## src/rtl/fetch_unit.sv

```systemverilog
// fetch_unit: PC owner and IF/ID output register with redirect, drain/halt and misalign handling
module fetch_unit #(
    parameter int PC_SIZE = 32,
    parameter int INSTR_SIZE = 32,
    parameter logic [PC_SIZE-1:0] RESET_PC = '0
) (
    input  logic                  clk_i,
    input  logic                  rst_i,
    output logic [PC_SIZE-1:0]    fetch_pc_o,
    input  logic [INSTR_SIZE-1:0] instr_i,
    input  logic                  done_i,
    input  logic                  redirect_i,
    input  logic [PC_SIZE-1:0]    redirect_pc_i,
    input  logic                  ready_i,
    output logic                  valid_o,
    output logic [PC_SIZE-1:0]    pc_o,
    output logic [INSTR_SIZE-1:0] instr_o,
    output logic [PC_SIZE-1:0]    pc_plus4_o,
    output logic                  halted_o,
    output logic                  misalign_o
);
    typedef enum logic [1:0] {FETCH, DRAIN, HALT} state_t;
    state_t state, state_n;
    logic [PC_SIZE-1:0] pc, pc_n, pc_inc;
    logic valid_n, mis_n, load, accept, space;
    assign pc_inc = pc + PC_SIZE'(4);
    assign accept = valid_o & ready_i;
    assign space = !valid_o | ready_i;
    assign fetch_pc_o = pc;
    assign halted_o = (state == HALT);
    always_comb begin
        state_n = state;
        pc_n = pc;
        valid_n = valid_o;
        mis_n = misalign_o;
        load = 1'b0;
        if (redirect_i && !misalign_o) begin
            valid_n = 1'b0;
            if (redirect_pc_i[1:0] == 2'b00) begin
                pc_n = redirect_pc_i;
                state_n = FETCH;
            end else begin
                mis_n = 1'b1;
                state_n = HALT;
            end
        end else begin
            case (state)
                FETCH: begin
                    if (!done_i) begin
                        if (space) begin
                            load = 1'b1;
                            valid_n = 1'b1;
                            pc_n = pc_inc;
                        end
                    end else begin
                        if (accept) valid_n = 1'b0;
                        state_n = (!valid_o || accept) ? HALT : DRAIN;
                    end
                end
                DRAIN: begin
                    if (accept) begin
                        valid_n = 1'b0;
                        state_n = HALT;
                    end
                end
                HALT: valid_n = 1'b0;
                default: state_n = HALT;
            endcase
        end
    end
    always_ff @(posedge clk_i) begin
        if (rst_i) begin
            state <= FETCH;
            pc <= RESET_PC;
            valid_o <= 1'b0;
            pc_o <= '0;
            instr_o <= '0;
            pc_plus4_o <= '0;
            misalign_o <= 1'b0;
        end else begin
            state <= state_n;
            pc <= pc_n;
            valid_o <= valid_n;
            misalign_o <= mis_n;
            if (load) begin
                instr_o <= instr_i;
                pc_o <= pc;
                pc_plus4_o <= pc_inc;
            end
        end
    end
endmodule

```

## config.mk

```make
export PLATFORM = sky130hd
export DESIGN_NAME = fetch_unit
export DESIGN_NICKNAME = d
export VERILOG_FILES = /design/src/rtl/fetch_unit.sv
export SDC_FILE = /design/constraint.sdc
export NUM_CORES = 1
export LEC_CHECK = 0
export BUFFER_PORTS_ARGS = -buffer_cell sky130_fd_sc_hd__buf_4
export CAP_MARGIN = 10
export CORE_MARGIN = 3
export CORE_UTILIZATION = 45
export DETAILED_ROUTE_END_ITERATION = 6
export PLACE_DENSITY_LB_ADDON = 0.2
export SETUP_SLACK_MARGIN = 0.5
export SLEW_MARGIN = 30
export SYNTH_ARGS = -nofsm -noshare
export SYNTH_HDL_FRONTEND = slang
export SYNTH_SLANG_ARGS = --single-unit
```

## constraint.sdc

```tcl
create_clock -name clk_i -period 2.55 [get_ports clk_i]
set_input_delay 0.1275 -clock clk_i [delete_from_list [all_inputs] [get_ports clk_i]]
set_output_delay 0.1275 -clock clk_i [all_outputs]
set_load 0.01 [all_outputs]
```

After elaboration in Yosys (flattened, before gate mapping)
Cells that the tools add are included.
{"block": "word_totals", "register_bits": 132, "inputBits": 69, "output_inout_bits": 131, "elab_cells": 52}
{"block": "op_classes", "addsub": 1, "eq_ne": 8, "mux": 19, "bitwise": 3, "reduce_logical": 14}
{"op": "$mux W32", "n": 5}
{"op": "$add A32 B3 Y32 const B", "n": 1}
{"op": "$mux W2", "n": 5}
{"op": "$ne A3 B3 Y1 const B", "n": 3}
{"op": "$mux W1", "n": 7}
{"op": "$ne A2 B1 Y1 const B", "n": 3}
{"op": "$pmux W2 S3", "n": 1}
{"op": "$logic_not A2 Y1", "n": 2}
{"op": "$reduce_and A2 Y1", "n": 2}
{"op": "$reduce_and A4 Y1", "n": 1}
{"op": "$reduce_bool A2 Y1", "n": 2}
{"op": "$pmux W1 S3", "n": 1}
{"op": "$reduce_and A3 Y1", "n": 1}
{"op": "$reduce_bool A3 Y1", "n": 1}
{"op": "$eq A2 B1 Y1 const B", "n": 1}
{"op": "$eq A2 B2 Y1 const B", "n": 1}
{"op": "$logic_not A1 Y1", "n": 2}
{"op": "$reduce_or A2 Y1", "n": 1}
{"op": "$and A1 B1 Y1", "n": 1}
{"op": "$logic_and A1 B1 Y1", "n": 1}
{"op": "$logic_or A1 B1 Y1", "n": 1}
{"op": "$not A1 Y1", "n": 1}
{"op": "$or A1 B1 Y1", "n": 1}

Longest topological paths before layout
Gate-level depths: netlist of run 1.
{"block": "logic_depth", "word_depth": 6, "depth_mapped": 8, "depth_no_buf": 7}

Worst setup path after synthesis of run 1
Ideal clock, no wire load.
{"block": "synth_path", "path_kind": "flip-flop to flip-flop", "start": "reg pc[2] (netlist: fetch_pc_o[2])", "end": "reg pc[20] (netlist: fetch_pc_o[20])", "setup_ns": 0.074, "arrival_time_ns": 2.021, "required_ns": 2.476, "slack_ns": 0.455, "stages_incl_launch_ff": 7, "path_cell_list": "dfxtp_1 -> ha_1 -> nand3_4 -> or2_4 -> or4_4 -> or3_1 -> a31oi_1"}
{"block": "synth_via", "elab_chain_cells": 5}
{"element": "start: declaration", "line_no": "24", "source": "logic [PC_SIZE-1:0] pc, pc_n, pc_inc;"}
{"element": "start signal: assignment", "line_no": "82", "source": "pc <= pc_n;"}
{"element": "$add A32 B3 Y32", "line_no": "26", "source": "assign pc_inc = pc + PC_SIZE'(4);"}
{"element": "$mux W32", "line_no": "50", "source": "if (space) begin"}
{"element": "$mux W32", "line_no": "49", "source": "if (!done_i) begin"}
{"element": "$mux W32", "line_no": "47", "source": "case (state)"}
{"element": "$mux W32", "line_no": "37", "source": "if (redirect_i && !misalign_o) begin"}
No other way between the ends. The select of a mux whose other input is x is not followed.
A chain may end at the register's enable or synchronous reset.

Final worst setup path of run 1
{"block": "layout_path", "start": "reg pc[3] (netlist: fetch_pc_o[3])", "end": "reg pc[20] (netlist: fetch_pc_o[20])"}
The elaborated chain is that of the path after synthesis.

==> flow_metrics.env, run 1 <==
export IMPL_drt_iter0_drc=543
export IMPL_crit_fanout=6
export IMPL_grt_max_degree=81
export IMPL_cts_sinks=130
export IMPL_crit_chain="ha_4 -> nand3_4 -> or2_4 -> or4_4 -> or3_1 -> a31oi_1"
export IMPL_required_ns=2.88
export IMPL_root_buffer="clkbuf_16"
export IMPL_cts_tree="yes"
export IMPL_yosysTopAreaCell="dfxtp_1"
export IMPL_start_util=0.4713
export IMPL_ir_drop_mv=0.4269
export IMPL_finalWirelength_um=19370
export IMPL_gr_usage_all_layers=0.2591
export IMPL_powerDensity_nw_per_um2=640.5
export IMPL_grt_pass1_wl_um=30150
export IMPL_grt_pass1_vias=5976
export IMPL_hp_class="in -> reg"
export IMPL_fp_dieW_um=119.3
export IMPL_finalHoldViolCount=0
export IMPL_clk_path_buf_depth=2
export IMPL_vias_per_cell=5.511
export IMPL_synthTopCellsByCount="143 x nand2_1, 130 x dfxtp_1, 88 x a21oi_1, 63 x nor2_1, 45 x clkbuf_1"
export IMPL_syn_nets=799
export IMPL_cts_made_buffers=17
export IMPL_routed_via_count=6227
export IMPL_portBuffers=199
export IMPL_end_kind="register"
export IMPL_relSlewSlack=0.4408
export IMPL_max_cap_viol_count=0
export IMPL_synth_warnings=0
export IMPL_antenna_cells=0
export IMPL_ant_nets=0
export IMPL_die_h_um=119.3
export IMPL_antenna_found_initial=0
export IMPL_overflow=0
export IMPL_status="finished, final reports clean"
export IMPL_synth_edf_count=0
export IMPL_htree_levels=4
export IMPL_worst_pin_slew_ns=0.8387
export IMPL_ys_flop_type="dfxtp_1"
export IMPL_path_class="reg -> reg"
export IMPL_yosysTopAreaCellShare=0.4503
export IMPL_fin_crit_sh=0.7806
export IMPL_fin_skew_ns=0.007839
export IMPL_clk_pin_slew_ns=0.06
export IMPL_synth_cell_types=53
export IMPL_insertion_delay_ns=0.41
export IMPL_slowest_stage="or4_4"
export IMPL_drt_first_pass_iters=7
export IMPL_fmax_ghz=0.5024
export IMPL_drive_above_1_share=0.3056
export IMPL_fin_tns_setup_ns=0
export IMPL_reg2reg_slack_ns=0.56
export IMPL_worstSetupStartpointType="register"
export IMPL_wire_per_inst_um=17.14
export IMPL_slew_violations=0
export IMPL_p_leak_uw=0.003564
export IMPL_period_needed_ns=1.991
export IMPL_postLayoutSetupSlackWorst_ns=0.5594
export IMPL_drc=0
export IMPL_io_pins=200
export IMPL_area_growth_pct=49.06
export IMPL_rsz0062_at_grt="true"
export IMPL_yosysMostFrequentCell="nand2_1"
export IMPL_finalSetupViolCount=0
export IMPL_synth_top_cells_by_area="dfxtp_1 45%, nand2_1 9.3%, a21oi_1 7.6%, nor2_1 4.1%, a211oi_1 3.5%"
export IMPL_slowest_delay_ns=0.44
export IMPL_rows=40
export IMPL_hpwl_um=12310
export IMPL_avgSynthCellArea_um2=7.971
export IMPL_design_die_area_um2=14240
export IMPL_post_place_ws_ns=0.3553
export IMPL_finalNetCount=1023
export IMPL_synth_async_sr_flop_share=0
export IMPL_synth_seq_cells=130
export IMPL_coreArea_um2=12260
export IMPL_crit_arrival_ns=2.32
export IMPL_synth_cells=725
export IMPL_gp_congestion=0.8373
export IMPL_synth_area_um2=5779
export IMPL_ys_seq_area_frac=0.4503
layout by cell type, fill, tap and decap left out, drive strengths merged, types with 2 or more instances in the layout:
master | Yosys | routed
and4 | 2 | 2
nor3b | 3 | 3
o31ai | 2 | 2
and2 | 4 | 4
nand4 | 13 | 13
ha | 5 | 5
dfxtp | 130 | 130
nand3 | 24 | 25
nor2 | 64 | 64
a2bb2oi | 3 | 3
nor3 | 13 | 13
buf | 20 | 229
a311oi | 2 | 2
bufinv | 0 | 2
nand2 | 143 | 143
dlygate4sd3 | 0 | 38
nor4 | 4 | 4
a22o | 5 | 5
clkinv | 0 | 3
inv | 8 | 8
xnor2 | 13 | 13
nand2b | 5 | 5
o21ai | 19 | 19
o31a | 2 | 2
a31oi | 13 | 13
xor2 | 13 | 13
o211ai | 2 | 2
and3 | 16 | 16
or3 | 8 | 8
mux2i | 3 | 3
a22oi | 8 | 8
nor2b | 4 | 4
clkbuf | 45 | 29
a21oi | 88 | 88
or4 | 3 | 3
a211oi | 27 | 27
power breakdown:
group          switching, µW  internal (µW)
Clock                    838           1510
Sequential               114           2150
Combinational            467            437
Total                   1420           4100
worst max-delay path, delay by kind of cell, from the launching register on:
| kind | cells | cell delay (ns) |
|---|---|---|
| AOI/OAI and AO/OA | 1 | 0.16 |
| adders and majority gates | 1 | 0.17 |
| DFF | 1 | 0.38 |
| and+or+nand+nor | 4 | 1.20 |
flip-flops by register name, summed over array words and instances, names as in the netlist:
register    cells
valid_o         1
misalign_o      1
pc_plus4_o     30
fetch_pc_o     32
state           2
instr_o        32
pc_o           32
cell families (layout without fill, tap and decap cells):
kind of cell | after synthesis | in the layout | share of synthesized area
fa+ha+maj | 5 | 5 | 0.01082
buf+inv | 73 | 309 | 0.05348
compound gates | 179 | 179 | 0.1877
simple gates | 309 | 310 | 0.2531
flops | 130 | 130 | 0.4503
mux | 3 | 3 | 0.005196
xor+xnor | 26 | 26 | 0.03940
final timing paths:
| path | from | end | depth (start not counted) |
|---|---|---|---|
| worst max-delay path | fetch_pc_o[3]$_SDFFE_PP0P_ | fetch_pc_o[20]$_SDFFE_PP0P_ | 6 |
| worst min-delay path | redirect_pc_i[14] | fetch_pc_o[14]$_SDFFE_PP0P_ | 3 |
| worst max register to register | fetch_pc_o[3]$_SDFFE_PP0P_ | fetch_pc_o[20]$_SDFFE_PP0P_ | 6 |
| worst min register to register | pc_o[11]$_SDFFE_PP0P_ | pc_o[11]$_SDFFE_PP0P_ | 2 |
routing by layer:
| metal | vias up | global-route usage | wire length (µm) |
|---|---|---|---|
| met4 | 0 | 0.08089 | 296 |
| met2 | 260 | 0.4412 | 9637 |
| li1 | 2966 | - | - |
| met5 | - | 0 | 0 |
| met3 | 28 | 0.07028 | 1495 |
| met1 | 2973 | 0.3191 | 7936 |
cell type report:
type                    count  area [µm²]
clock buffers              27       493.0
clock inverters             5       75.07
fillers                   956        3647
inverters                   8       30.03
multi-input cells         523        2999
flip-flops and latches    130        2625
well taps                 168       210.2
repair buffers            269        2182
metrics by stage:
step                      instance area, µm²  total power, µW  cells  hold WS (ns)  utilization
final                                   8615             5518   1130       0.01984       0.7026
after floorplan                         5783             2687    725        0.2635            -
after detailed placement                7391             3076   1044        0.3837       0.6028
after CTS                               8416             5476   1119       0.01208       0.6863
after global routing                    8615             5724   1130       0.02067       0.7026
after global placement                  7391             3052   1044        0.3747       0.6028
repair_timing:
| item | CTS | global route |
|---|---|---|
| gates cloned | 1 | 2 |
| endpoints found under the hold margin | 38 | 0 |
| gates resized for setup | 7 | 24 |
| endpoints found under the setup margin | 22 | 48 |
| pin swaps | 2 | 3 |
| setup buffers | 4 | 9 |
| hold buffers | 38 | 0 |
(Power assumes the default switching activity.)
==> inputs of run 2 (changes only) <==
==> constraint.sdc (replaced) <==
create_clock -name clk_i -period 1.8 [get_ports clk_i]
set_input_delay 0.09 -clock clk_i [delete_from_list [all_inputs] [get_ports clk_i]]
set_output_delay 0.09 -clock clk_i [all_outputs]
set_load 0.01 [all_outputs]
==> run 2 against run 1 <==
  * The run now fails in 5_1_grt
  * Area after synthesis did not move
  * Synthesized cell count did not move
==> flow_metrics.env, run 2 <==
export IMPL_synth_area_um2=5779
export IMPL_synth_edf_count=0
export IMPL_io_pins=200
export IMPL_yosysTopAreaCell="dfxtp_1"
export IMPL_status="stopped before the end"
export IMPL_syn_nets=799
export IMPL_portBuffers=199
export IMPL_stop_error="[ERROR GRT-0232] Routing congestion too high. Check the congestion heatmap in the GUI."
export IMPL_avgSynthCellArea_um2=7.971
export IMPL_ys_seq_area_frac=0.4503
export IMPL_synthTopCellsByCount="143 x nand2_1, 130 x dfxtp_1, 88 x a21oi_1, 63 x nor2_1, 45 x clkbuf_1"
export IMPL_yosysMostFrequentCell="nand2_1"
export IMPL_ys_flop_type="dfxtp_1"
export IMPL_rows=40
export IMPL_synth_cell_types=53
export IMPL_synth_async_sr_flop_share=0
export IMPL_synth_warnings=0
export IMPL_cts_made_buffers=17
export IMPL_clk_path_buf_depth=2
export IMPL_fp_dieW_um=119.3
export IMPL_start_util=0.4713
export IMPL_synth_cells=725
export IMPL_htree_levels=4
export IMPL_synth_top_cells_by_area="dfxtp_1 45%, nand2_1 9.3%, a21oi_1 7.6%, nor2_1 4.1%, a211oi_1 3.5%"
export IMPL_die_h_um=119.3
export IMPL_gr_usage_all_layers=0.9134
export IMPL_grt_max_degree=51
export IMPL_worstEndpointType="register data pin"
export IMPL_hpwl_um=13210
export IMPL_stop_stage="5_1_grt"
export IMPL_worst_endpoint="fetch_pc_o[26]$_SDFFE_PP0P_/D"
export IMPL_root_buffer="clkbuf_16"
export IMPL_gp_congestion=0.8330
export IMPL_synth_seq_cells=130
export IMPL_cts_sinks=130
export IMPL_overflow=742
export IMPL_yosysTopAreaCellShare=0.4503
run 2: cell counts after synthesis:
No cell type changed its count.
run 2: through the flow:
stage	hold slack, ns	util	instance area, µm²	setup WS, ns	std cells
after floorplan	0.2260	-	6198	-0.02259	725
after global placement	0.3355	0.6467	7930	-0.06947	1088
after detailed placement	0.3502	0.6467	7930	-0.1811	1088
after CTS	0.02326	0.9089	11140	-0.03194	1243
run 2: kinds of logic after synthesis:
family,count (synthesis),share of synthesized area
AND/OR/NAND/NOR,309,0.2531
AO/OA/AOI/OAI,179,0.1877
flip-flops,130,0.4503
buffers and inverters,73,0.05348
XOR/XNOR,26,0.03940
adder cells (fa/ha/maj),5,0.01082
multiplexers,3,0.005196
run 2: metal layers:
layer,GRT overflow,global-route usage
met4,205,1.024
met3,2,0.6918
met5,1,0.2169
met1,8,0.8678
met2,526,1.145
run 2: timing repair:
item,4_1_cts
setup buffers,58
hold buffers,43
gates cloned,22
gates resized for setup,296
endpoints found under the hold margin,43
pin swaps,159
endpoints found under the setup margin,128
==> inputs of run 3 (changes only) <==
--- a/config.mk
+++ b/config.mk
@@ -8,10 +8,9 @@
 export BUFFER_PORTS_ARGS = -buffer_cell sky130_fd_sc_hd__buf_4
 export CAP_MARGIN = 10
 export CORE_MARGIN = 3
-export CORE_UTILIZATION = 45
+export CORE_UTILIZATION = 30
 export DETAILED_ROUTE_END_ITERATION = 6
-export PLACE_DENSITY_LB_ADDON = 0.2
-export SETUP_SLACK_MARGIN = 0.5
+export PLACE_DENSITY_LB_ADDON = 0.15
 export SLEW_MARGIN = 30
 export SYNTH_ARGS = -nofsm -noshare
 export SYNTH_HDL_FRONTEND = slang
==> constraint.sdc (replaced) <==
create_clock -name clk_i -period 2.3 [get_ports clk_i]
set_input_delay 0.115 -clock clk_i [delete_from_list [all_inputs] [get_ports clk_i]]
set_output_delay 0.115 -clock clk_i [all_outputs]
set_load 0.01 [all_outputs]
==> run 3 against run 2 <==
  * The flow now finishes without violations
==> flow_metrics.env, run 3 (synthesis results as in run 1) <==
export IMPL_total_power_uw=6250
export IMPL_antenna_cells=0
export IMPL_fin_tns_setup_ns=0
export IMPL_rsz0062_at_grt="false"
export IMPL_cts_hold_buf=40
export IMPL_grt_pass1_wl_um=30070
export IMPL_grt_max_degree=83
export IMPL_clk_pin_slew_ns=0.06
export IMPL_required_ns=2.65
export IMPL_portBuffers=199
export IMPL_vias_per_cell=4.735
export IMPL_powerDensity_nw_per_um2=722.9
export IMPL_instances_no_fill=1226
export IMPL_design_area_um2=8646
export IMPL_slew_violations=0
export IMPL_status="finished, final reports clean"
export IMPL_drive_above_1_share=0.2909
export IMPL_coreArea_um2=18830
export IMPL_drt_first_pass_iters=5
export IMPL_finalHoldViolCount=0
export IMPL_finalWirelength_um=19360
export IMPL_ant_nets=0
export IMPL_post_dp_cell_area_um2=7637
export IMPL_area_growth_pct=49.60
export IMPL_insertion_delay_ns=0.42
export IMPL_path_class="reg -> reg"
export IMPL_worst_pin_slew_ns=0.6115
export IMPL_period_needed_ns=2.081
export IMPL_design_die_area_um2=20970
export IMPL_root_buffer="clkbuf_16"
export IMPL_layout_common_cells="232 x buf_4, 143 x nand2_1, 130 x dfxtp_1"
export IMPL_wire_per_inst_um=15.79
export IMPL_layout_commonest_cell="buf_4"
export IMPL_clk_path_buf_depth=2
export IMPL_cts_sinks=130
export IMPL_gr_usage_all_layers=0.1829
export IMPL_crit_arrival_ns=2.43
export IMPL_slowest_delay_ns=0.49
export IMPL_die_h_um=144.8
export IMPL_cts_made_buffers=17
export IMPL_gp_congestion=0.7943
export IMPL_cts_resized=0
export IMPL_worstSetupStartpointType="register"
export IMPL_fin_crit_sh=0.9049
export IMPL_fmax_ghz=0.4805
export IMPL_cts_setup_buffers=0
export IMPL_finalSetupViolCount=0
export IMPL_rows=50
export IMPL_routed_via_count=5805
export IMPL_antenna_found_initial=0
export IMPL_grt_pass1_vias=5664
export IMPL_fin_skew_ns=0.008153
export IMPL_hpwl_um=13420
export IMPL_finalNetCount=1027
export IMPL_end_kind="register"
export IMPL_drc=0
export IMPL_drt_iter0_drc=355
export IMPL_dp_cells=1154
export IMPL_start_util=0.3069
export IMPL_crit_fanout=8
export IMPL_max_cap_viol_count=0
export IMPL_hp_class="in -> reg"
export IMPL_crit_chain="nand3_1 -> nor3_4 -> nand4_1 -> or3_1 -> a31oi_1"
export IMPL_htree_levels=4
export IMPL_relSlewSlack=0.5924
export IMPL_slowest_stage="dfxtp_1"
export IMPL_cts_tree="yes"
export IMPL_p_leak_uw=0.003525
export IMPL_overflow=0
export IMPL_ir_drop_mv=0.5118
export IMPL_fp_dieW_um=144.8
export IMPL_io_pins=200
[run 3: through the flow]
| step | hold WS, ns | utilization | worst slack [ns] |
|---|---|---|---|
| floorplan | 0.2510 | - | 0.2050 |
| global placement | 0.3646 | 0.4056 | 0.3073 |
| detailed placement | 0.3698 | 0.4056 | 0.2638 |
| CTS | 0.01211 | 0.4591 | 0.2543 |
| global route | 0.03472 | 0.4591 | 0.04273 |
| finish | 0.02362 | 0.4591 | 0.2187 |
[run 3: layout make-up]
class                      instances  area [µm²]
inverter                           8       30.03
multi-input combinational        522        2898
sequential                       130        2603
tap                              260       325.3
clock buffer                      17       425.4
fill                            1878       10180
timing repair buffer             274        2182
clock inverter                    15       182.7
[run 3: layer usage]
layer / vias up / global-route usage / wire length [µm]
li1: 2977 / - / -
met1: 2693 / 0.2420 / 8969
met2: 126 / 0.2910 / 9093
met3: 9 / 0.05258 / 1094
met4: 0 / 0.05302 / 197
met5: - / 0 / 0
[run 3: worst max-delay path, delay by kind of cell, from the launching register on]
| family | cells | cell delay, ns |
|---|---|---|
| AO/OA/AOI/OAI | 1 | 0.16 |
| AND/OR/NAND/NOR | 4 | 1.35 |
| flip-flops | 1 | 0.49 |
[run 3: worst paths after layout]
path                                       to                        from  depth (start not counted)  slack [ns]
setup / recovery  fetch_pc_o[23]$_SDFFE_PP0P_  fetch_pc_o[7]$_SDFFE_PP0P_                          5        0.22
hold / removal    fetch_pc_o[27]$_SDFFE_PP0P_           redirect_pc_i[27]                          3        0.02
setup reg to reg  fetch_pc_o[23]$_SDFFE_PP0P_  fetch_pc_o[7]$_SDFFE_PP0P_                          5        0.22
hold reg to reg         pc_o[22]$_SDFFE_PP0P_       pc_o[22]$_SDFFE_PP0P_                          2        0.45
[run 3: power breakdown]
part | internal (µW) | switching (µW) | leakage (µW)
logic | 462 | 518 | 0.00218
clock network | 1710 | 1080 | 0.000286
registers | 2380 | 94.9 | 0.00106
